$ cat src/rtl/uart_echo_fifo.sv
// UART loopback: 2-flop RXD sync, parametrised RX/TX framers, FWFT word FIFO between them.
// Latency: TXD start bit begins on the 2nd rising edge after the rx_valid cycle (FIFO empty, TX idle).
// Backpressure: tx_enable gates only new TX frames; a good word arriving with the FIFO full is dropped and flagged.
module uart_echo_fifo #(
    parameter int CLK_FREQ  = 100000000,
    parameter int BAUD      = 9600,
    parameter int DATA_BITS = 8,
    parameter int PARITY    = 0,
    parameter int STOP_BITS = 1,
    parameter int FIFO_AW   = 4
) (
    input  logic                 clk,
    input  logic                 reset,
    input  logic                 RXD,
    input  logic                 tx_enable,
    output logic                 TXD,
    output logic                 rx_valid,
    output logic [DATA_BITS-1:0] rx_data,
    output logic                 frame_err,
    output logic                 parity_err,
    output logic                 overflow,
    output logic [FIFO_AW:0]     fifo_count
);
    localparam int CPB   = CLK_FREQ / BAUD;
    localparam int HALF  = (CPB / 2 > 0) ? CPB / 2 : 1;
    localparam int CW    = $clog2(CPB + 1);
    localparam int DEPTH = 1 << FIFO_AW;
    localparam logic [CW-1:0]    CPB_M1    = CW'(CPB - 1);
    localparam logic [CW-1:0]    HALF_M1   = CW'(HALF - 1);
    localparam logic [3:0]       DATA_LAST = 4'(DATA_BITS - 1);
    localparam logic [3:0]       STOP_LAST = 4'(STOP_BITS - 1);
    localparam logic [FIFO_AW:0] DEPTH_C   = (FIFO_AW + 1)'(DEPTH);

    typedef enum logic [2:0] {S_IDLE, S_START, S_DATA, S_PARITY, S_STOP} state_t;

    // Parity of a word: even mode is the XOR of the bits, odd mode its inverse.
    function automatic logic par_of(input logic [DATA_BITS-1:0] d);
        return (PARITY == 1) ? ~(^d) : ^d;
    endfunction

    logic rxd_s1, rxd_s2, rxd_prev;

    // Two-flop synchroniser plus one delayed copy for falling-edge detection.
    always_ff @(posedge clk) begin
        if (reset) begin
            rxd_s1   <= 1'b1;
            rxd_s2   <= 1'b1;
            rxd_prev <= 1'b1;
        end else begin
            rxd_s1   <= RXD;
            rxd_s2   <= rxd_s1;
            rxd_prev <= rxd_s2;
        end
    end

    // ---------------- receiver ----------------
    state_t                rx_state_q, rx_state_d;
    logic [CW-1:0]         rx_cnt;
    logic [3:0]            rx_bit;
    logic                  rx_tick, rx_last;
    logic [DATA_BITS-1:0]  rx_shreg;
    logic                  rx_par_bit, rx_stop_bad, push_q;
    logic                  frame_bad, parity_bad, word_good;
    logic                  fifo_full, fifo_empty, push, pop;

    // RX next state: start is qualified at half a bit, all later samples one bit apart.
    always_comb begin
        rx_state_d = rx_state_q;
        rx_tick    = 1'b0;
        rx_last    = 1'b0;
        case (rx_state_q)
            S_IDLE: begin
                if (rxd_prev && !rxd_s2) rx_state_d = S_START;
            end
            S_START: begin
                rx_tick = (rx_cnt == HALF_M1);
                if (rx_tick) rx_state_d = rxd_s2 ? S_IDLE : S_DATA;
            end
            S_DATA: begin
                rx_tick = (rx_cnt == CPB_M1);
                if (rx_tick && rx_bit == DATA_LAST)
                    rx_state_d = (PARITY != 0) ? S_PARITY : S_STOP;
            end
            S_PARITY: begin
                rx_tick = (rx_cnt == CPB_M1);
                if (rx_tick) rx_state_d = S_STOP;
            end
            S_STOP: begin
                rx_tick = (rx_cnt == CPB_M1);
                if (rx_tick && rx_bit == STOP_LAST) begin
                    rx_last    = 1'b1;
                    rx_state_d = S_IDLE;
                end
            end
            default: rx_state_d = S_IDLE;
        endcase
    end

    // End-of-frame verdict; framing error outranks parity error.
    always_comb begin
        frame_bad  = rx_stop_bad | ~rxd_s2;
        parity_bad = (PARITY != 0) && (rx_par_bit != par_of(rx_shreg));
        word_good  = !frame_bad && !parity_bad;
    end

    // RX state, bit timing, shift register and the registered one-cycle status pulses.
    always_ff @(posedge clk) begin
        if (reset) begin
            rx_state_q  <= S_IDLE;
            rx_cnt      <= '0;
            rx_bit      <= '0;
            rx_shreg    <= '0;
            rx_par_bit  <= 1'b0;
            rx_stop_bad <= 1'b0;
            rx_valid    <= 1'b0;
            rx_data     <= '0;
            frame_err   <= 1'b0;
            parity_err  <= 1'b0;
            overflow    <= 1'b0;
            push_q      <= 1'b0;
        end else begin
            rx_state_q <= rx_state_d;
            rx_cnt     <= (rx_state_q == S_IDLE || rx_tick) ? '0 : rx_cnt + CW'(1);
            rx_bit     <= (rx_state_d != rx_state_q) ? '0 : rx_bit + 4'(rx_tick);
            if (rx_tick && rx_state_q == S_DATA)
                rx_shreg <= {rxd_s2, rx_shreg[DATA_BITS-1:1]};
            if (rx_tick && rx_state_q == S_PARITY)
                rx_par_bit <= rxd_s2;
            if (rx_state_q == S_START)
                rx_stop_bad <= 1'b0;
            else if (rx_tick && rx_state_q == S_STOP)
                rx_stop_bad <= rx_stop_bad | ~rxd_s2;
            rx_valid   <= rx_last && word_good;
            frame_err  <= rx_last && frame_bad;
            parity_err <= rx_last && !frame_bad && parity_bad;
            overflow   <= rx_last && word_good && fifo_full;
            // The write lands one cycle after the verdict, from the updated rx_data.
            push_q     <= rx_last && word_good && !fifo_full;
            if (rx_last && word_good)
                rx_data <= rx_shreg;
        end
    end

    // ---------------- FIFO ----------------
    logic [DATA_BITS-1:0] mem [DEPTH];
    logic [FIFO_AW-1:0]   wr_ptr, rd_ptr;
    logic [FIFO_AW:0]     count;
    logic [DATA_BITS-1:0] head;

    assign fifo_full  = (count == DEPTH_C);
    assign fifo_empty = (count == '0);
    assign push       = push_q && !fifo_full;
    assign head       = mem[rd_ptr];
    assign fifo_count = count;

    // Storage array, written on accepted pushes only.
    always_ff @(posedge clk) begin
        if (push) mem[wr_ptr] <= rx_data;
    end

    // Pointers wrap naturally; simultaneous push and pop leave the count unchanged.
    always_ff @(posedge clk) begin
        if (reset) begin
            wr_ptr <= '0;
            rd_ptr <= '0;
            count  <= '0;
        end else begin
            if (push) wr_ptr <= wr_ptr + FIFO_AW'(1);
            if (pop)  rd_ptr <= rd_ptr + FIFO_AW'(1);
            count <= count + (FIFO_AW + 1)'(push) - (FIFO_AW + 1)'(pop);
        end
    end

    // ---------------- transmitter ----------------
    state_t               tx_state_q, tx_state_d;
    logic [CW-1:0]        tx_cnt;
    logic [3:0]           tx_bit;
    logic [DATA_BITS-1:0] tx_shreg_q, tx_shreg_d;
    logic                 tx_par_q, tx_par_d, txd_d, tx_tick, tx_go;

    // TX next state; the last stop bit chains straight into the next start bit when a word waits.
    always_comb begin
        tx_state_d = tx_state_q;
        tx_shreg_d = tx_shreg_q;
        tx_par_d   = tx_par_q;
        pop        = 1'b0;
        tx_go      = !fifo_empty && tx_enable;
        tx_tick    = (tx_cnt == CPB_M1);
        case (tx_state_q)
            S_IDLE: begin
                if (tx_go) begin
                    tx_state_d = S_START;
                    pop        = 1'b1;
                end
            end
            S_START: begin
                if (tx_tick) tx_state_d = S_DATA;
            end
            S_DATA: begin
                if (tx_tick) begin
                    if (tx_bit == DATA_LAST)
                        tx_state_d = (PARITY != 0) ? S_PARITY : S_STOP;
                    else
                        tx_shreg_d = tx_shreg_q >> 1;
                end
            end
            S_PARITY: begin
                if (tx_tick) tx_state_d = S_STOP;
            end
            S_STOP: begin
                if (tx_tick && tx_bit == STOP_LAST) begin
                    tx_state_d = tx_go ? S_START : S_IDLE;
                    pop        = tx_go;
                end
            end
            default: tx_state_d = S_IDLE;
        endcase
        if (pop) begin
            tx_shreg_d = head;
            tx_par_d   = par_of(head);
        end
        case (tx_state_d)
            S_START:  txd_d = 1'b0;
            S_DATA:   txd_d = tx_shreg_d[0];
            S_PARITY: txd_d = tx_par_d;
            default:  txd_d = 1'b1;
        endcase
    end

    // TX registers; TXD is registered so the line is glitch-free and high from the first reset edge.
    always_ff @(posedge clk) begin
        if (reset) begin
            tx_state_q <= S_IDLE;
            tx_cnt     <= '0;
            tx_bit     <= '0;
            tx_shreg_q <= '0;
            tx_par_q   <= 1'b0;
            TXD        <= 1'b1;
        end else begin
            tx_state_q <= tx_state_d;
            tx_cnt     <= (tx_state_q == S_IDLE || tx_tick) ? '0 : tx_cnt + CW'(1);
            tx_bit     <= (tx_state_d != tx_state_q) ? '0 : tx_bit + 4'(tx_tick);
            tx_shreg_q <= tx_shreg_d;
            tx_par_q   <= tx_par_d;
            TXD        <= txd_d;
        end
    end
endmodule

$ cat config.mk
export PLATFORM = sky130hd
export DESIGN_NAME = uart_echo_fifo
export DESIGN_NICKNAME = d
export VERILOG_FILES = /design/src/rtl/uart_echo_fifo.sv
export SDC_FILE = /design/constraint.sdc
export NUM_CORES = 1
export LEC_CHECK = 0
export ABC_AREA = 1
export ABC_CLOCK_PERIOD_IN_PS = 4800
export CAP_MARGIN = 20
export CORE_UTILIZATION = 35
export DETAILED_ROUTE_END_ITERATION = 12
export PLACE_DENSITY_LB_ADDON = 0.1
export SLEW_MARGIN = 20
export SYNTH_ARGS = -nofsm -noshare
export SYNTH_HDL_FRONTEND = slang
export SYNTH_SLANG_ARGS = --single-unit
$ cat constraint.sdc
create_clock -name clk -period 4.8 [get_ports clk]
set_input_delay 0.96 -clock clk [delete_from_list [all_inputs] [get_ports clk]]
set_output_delay 0.96 -clock clk [all_outputs]
set_load 0.1 [all_outputs]
==> results.ini <==
[outcome]
status = finished, final reports clean

[setup_path]
critical_path.top_delay_family = buffers and inverters
crit_required_ps = 3840
r2r-end = fifo_count[4]$_SDFF_PP0_
r2r_start = tx_cnt[0]$_SDFF_PP0_
end_kind = output port
start_kind = flop
r2r_cells = 20
cp-startpoint = rx_data[2]$_SDFFE_PP0P_
cp.arrival_ps = 2560
r2r_slack_ps = 1950
cpPeakStageDelay_ps = 1260
critPathBufInv = 1
path_class = reg -> out
crit_chain = clkdlybuf4s50_1
worst-path-max-fanout = 18
slowest_stage = clkdlybuf4s50_1

[run]
cap_violations = 0

[finish]
multi_input_area_um2 = 3290
drive_gt1_frac = 0.0878
diodes = 0
area_growth_pct = 14.7
fillers = 2663
layout.nets = 1106
register_area_um2 = 5710

[grt]
grt-ovfl-total = 0
antenna_found_initial = 0
grt_max_degree = 74
grt_pass1_wl_mm = 35.4
grt_pass1_vias = 6501
grt.total_usage = 0.160

[clock_network]
numClockSinks = 221
cts_resized = 0
clk_latency_ps = 540
cts_buffers = 26
cts_tree = yes
cts_root_buf = clkbuf_16
postCtsHoldBufs = 0
htreeDepth = 1
clockBufferDepth = 3
postCtsSetupBuffers = 0
clk_pin_slew_ps = 60

[timing]
finalMaxSlewViolations = 0
min_period_ps = 3520
finClkSkew_ps = 27.9
max_freq_mhz = 284
setup-violations-final = 0
rsz0062_at_grt = no
slew_headroom = 0.295
period_share = 0.732
hold_viol_final = 0
setup-tns-final_ps = 0
worst_pin_slew_ps = 1050

[synth]
synthCells = 1061
synth.yosys.seq_area_share = 0.586
syn_area_per_cell_um2 = 9.18
synth_top_area_share = 0.395
ys_top_cells_by_area = edfxtp_1 (39%), dfxtp_1 (19%), nand2_1 (9.7%)
yosys_most_used_dff = edfxtp_1
yosys_warnings = 0
async_flop_share = 0
syn_area_um2 = 9740
synthTopCellsByCount = nand2_1 (251), edfxtp_1 (128), inv_1 (121), nor2_1 (112), dfxtp_1 (93)
synth.distinct_cells = 46
synth_top_cell_by_area = edfxtp_1
syn-num-nets = 1082
synth_seq_cells = 221
synth_edf_count = 128
synth.most_common_cell = nand2_1

[route]
drc_errors = 0
dr.pass1.iters = 5
vias_per_cell = 4.65
drt_iter0_markers = 297
routed_wl_mm = 22.1
wl_per_cell_um = 15.0
via_count = 6874
final_antenna_net_count = 0

[pwr]
powerDensity_nw_per_um2 = 474
p_leak_nw = 4.29
power_mw = 5.29
peakVddDrop_uv = 251

[worst_hold_path]
min_from = rxd_s1$_SDFF_PP1_
min_to = rxd_s2$_SDFF_PP1_
worstHoldPathType = reg -> reg
min_path_cells = 1

[floorplanning]
rows = 60
io_pins = 22
core_um2 = 27100
fp.dieH_um = 169
start_util = 0.359
die-area_um2 = 28500
die_x_um = 169

[placement]
hpwl_mm = 13.9
port_buffers = 20
gp_congestion = 0.776

cells by family after synthesis:
group / Yosys count / share of synthesized area
fa+ha+maj: 17 / 0.0226
compound gates: 110 / 0.0647
other cells: 1 / 0.000385
buf+inv: 173 / 0.0768
flops: 221 / 0.586
xor+xnor: 14 / 0.0126
simple gates: 525 / 0.237
metrics by stage:
stage	instance area (um^2)	setup WS (ps)	util	instances	hold WS [ps]
2_1_floorplan	9740	1850	-	1061	389
3_3_place_gp	10300	1640	0.378	1427	424
3_5_place_dp	10300	1620	0.378	1427	422
4_1_cts	11100	1260	0.411	1475	447
5_1_grt	11200	1190	0.412	1477	459
6_report	11200	1280	0.412	1477	441
final cells by class:
| type | count | area share |
|---|---|---|
| flip-flops and latches | 221 | 0.511 |
| multi-input cells | 667 | 0.294 |
| clock buffers | 40 | 0.0683 |
| inverters | 137 | 0.0462 |
| well taps | 372 | 0.0417 |
| repair buffers | 32 | 0.0274 |
| clock inverters | 8 | 0.0115 |
power by group:
| part | internal (mW) | leakage [nW] | switching (mW) |
|---|---|---|---|
| logic | 0.360 | 2.22 | 0.823 |
| registers | 2.05 | 1.64 | 0.0440 |
| clock network | 1.25 | 0.434 | 0.763 |
| total | 3.66 | 4.29 | 1.63 |
layout by cell type, fill, tap and decap left out, drive strengths merged, types with 4 or more instances in the layout:
cell type	n
nor4	9
nand4	17
or2	6
dfxtp	93
edfxtp	128
o211ai	10
nand3	90
o221ai	5
o21ai	46
nor3b	4
clkbuf	40
inv	135
clkinv	6
buf	12
ha	16
xor2	10
nor2	117
a31oi	6
a21oi	37
nand2	260
nor3	21
xnor2	4
clkdlybuf4s50	20
worst max-delay path by stage:
stage                                          end  slack (ps)  cells past startpoint
after floorplan           fifo_count[4]$_SDFF_PP0_        1850                     16
after global placement    fifo_count[4]$_SDFF_PP0_        1640                     14
after detailed placement  fifo_count[4]$_SDFF_PP0_        1620                     14
after CTS                               rx_data[2]        1260                      1
after global routing                    rx_data[2]        1190                      1
final                                   rx_data[2]        1280                      1
metal layers:
| metal | vias up | GRT usage | wire, um |
|---|---|---|---|
| li1 | 3550 | - | - |
| met1 | 3168 | 0.217 | 10600 |
| met2 | 120 | 0.267 | 10200 |
| met3 | 36 | 0.0222 | 919 |
| met4 | 0 | 0.0415 | 416 |
| met5 | - | 0 | 0 |
registers in the layout (all words and copies together) (netlist names), 3 cells and up, named ones only:
signal / cells
rx_bit: 4
tx_shreg_q: 8
tx_cnt: 14
wr_ptr: 4
rx_data: 8
fifo_count: 5
mem: 128
tx_bit: 4
rx_shreg: 8
tx_state_q: 3
rx_cnt: 14
rd_ptr: 4
rx_state_q: 3
Power figures use the tool's default switching activity.
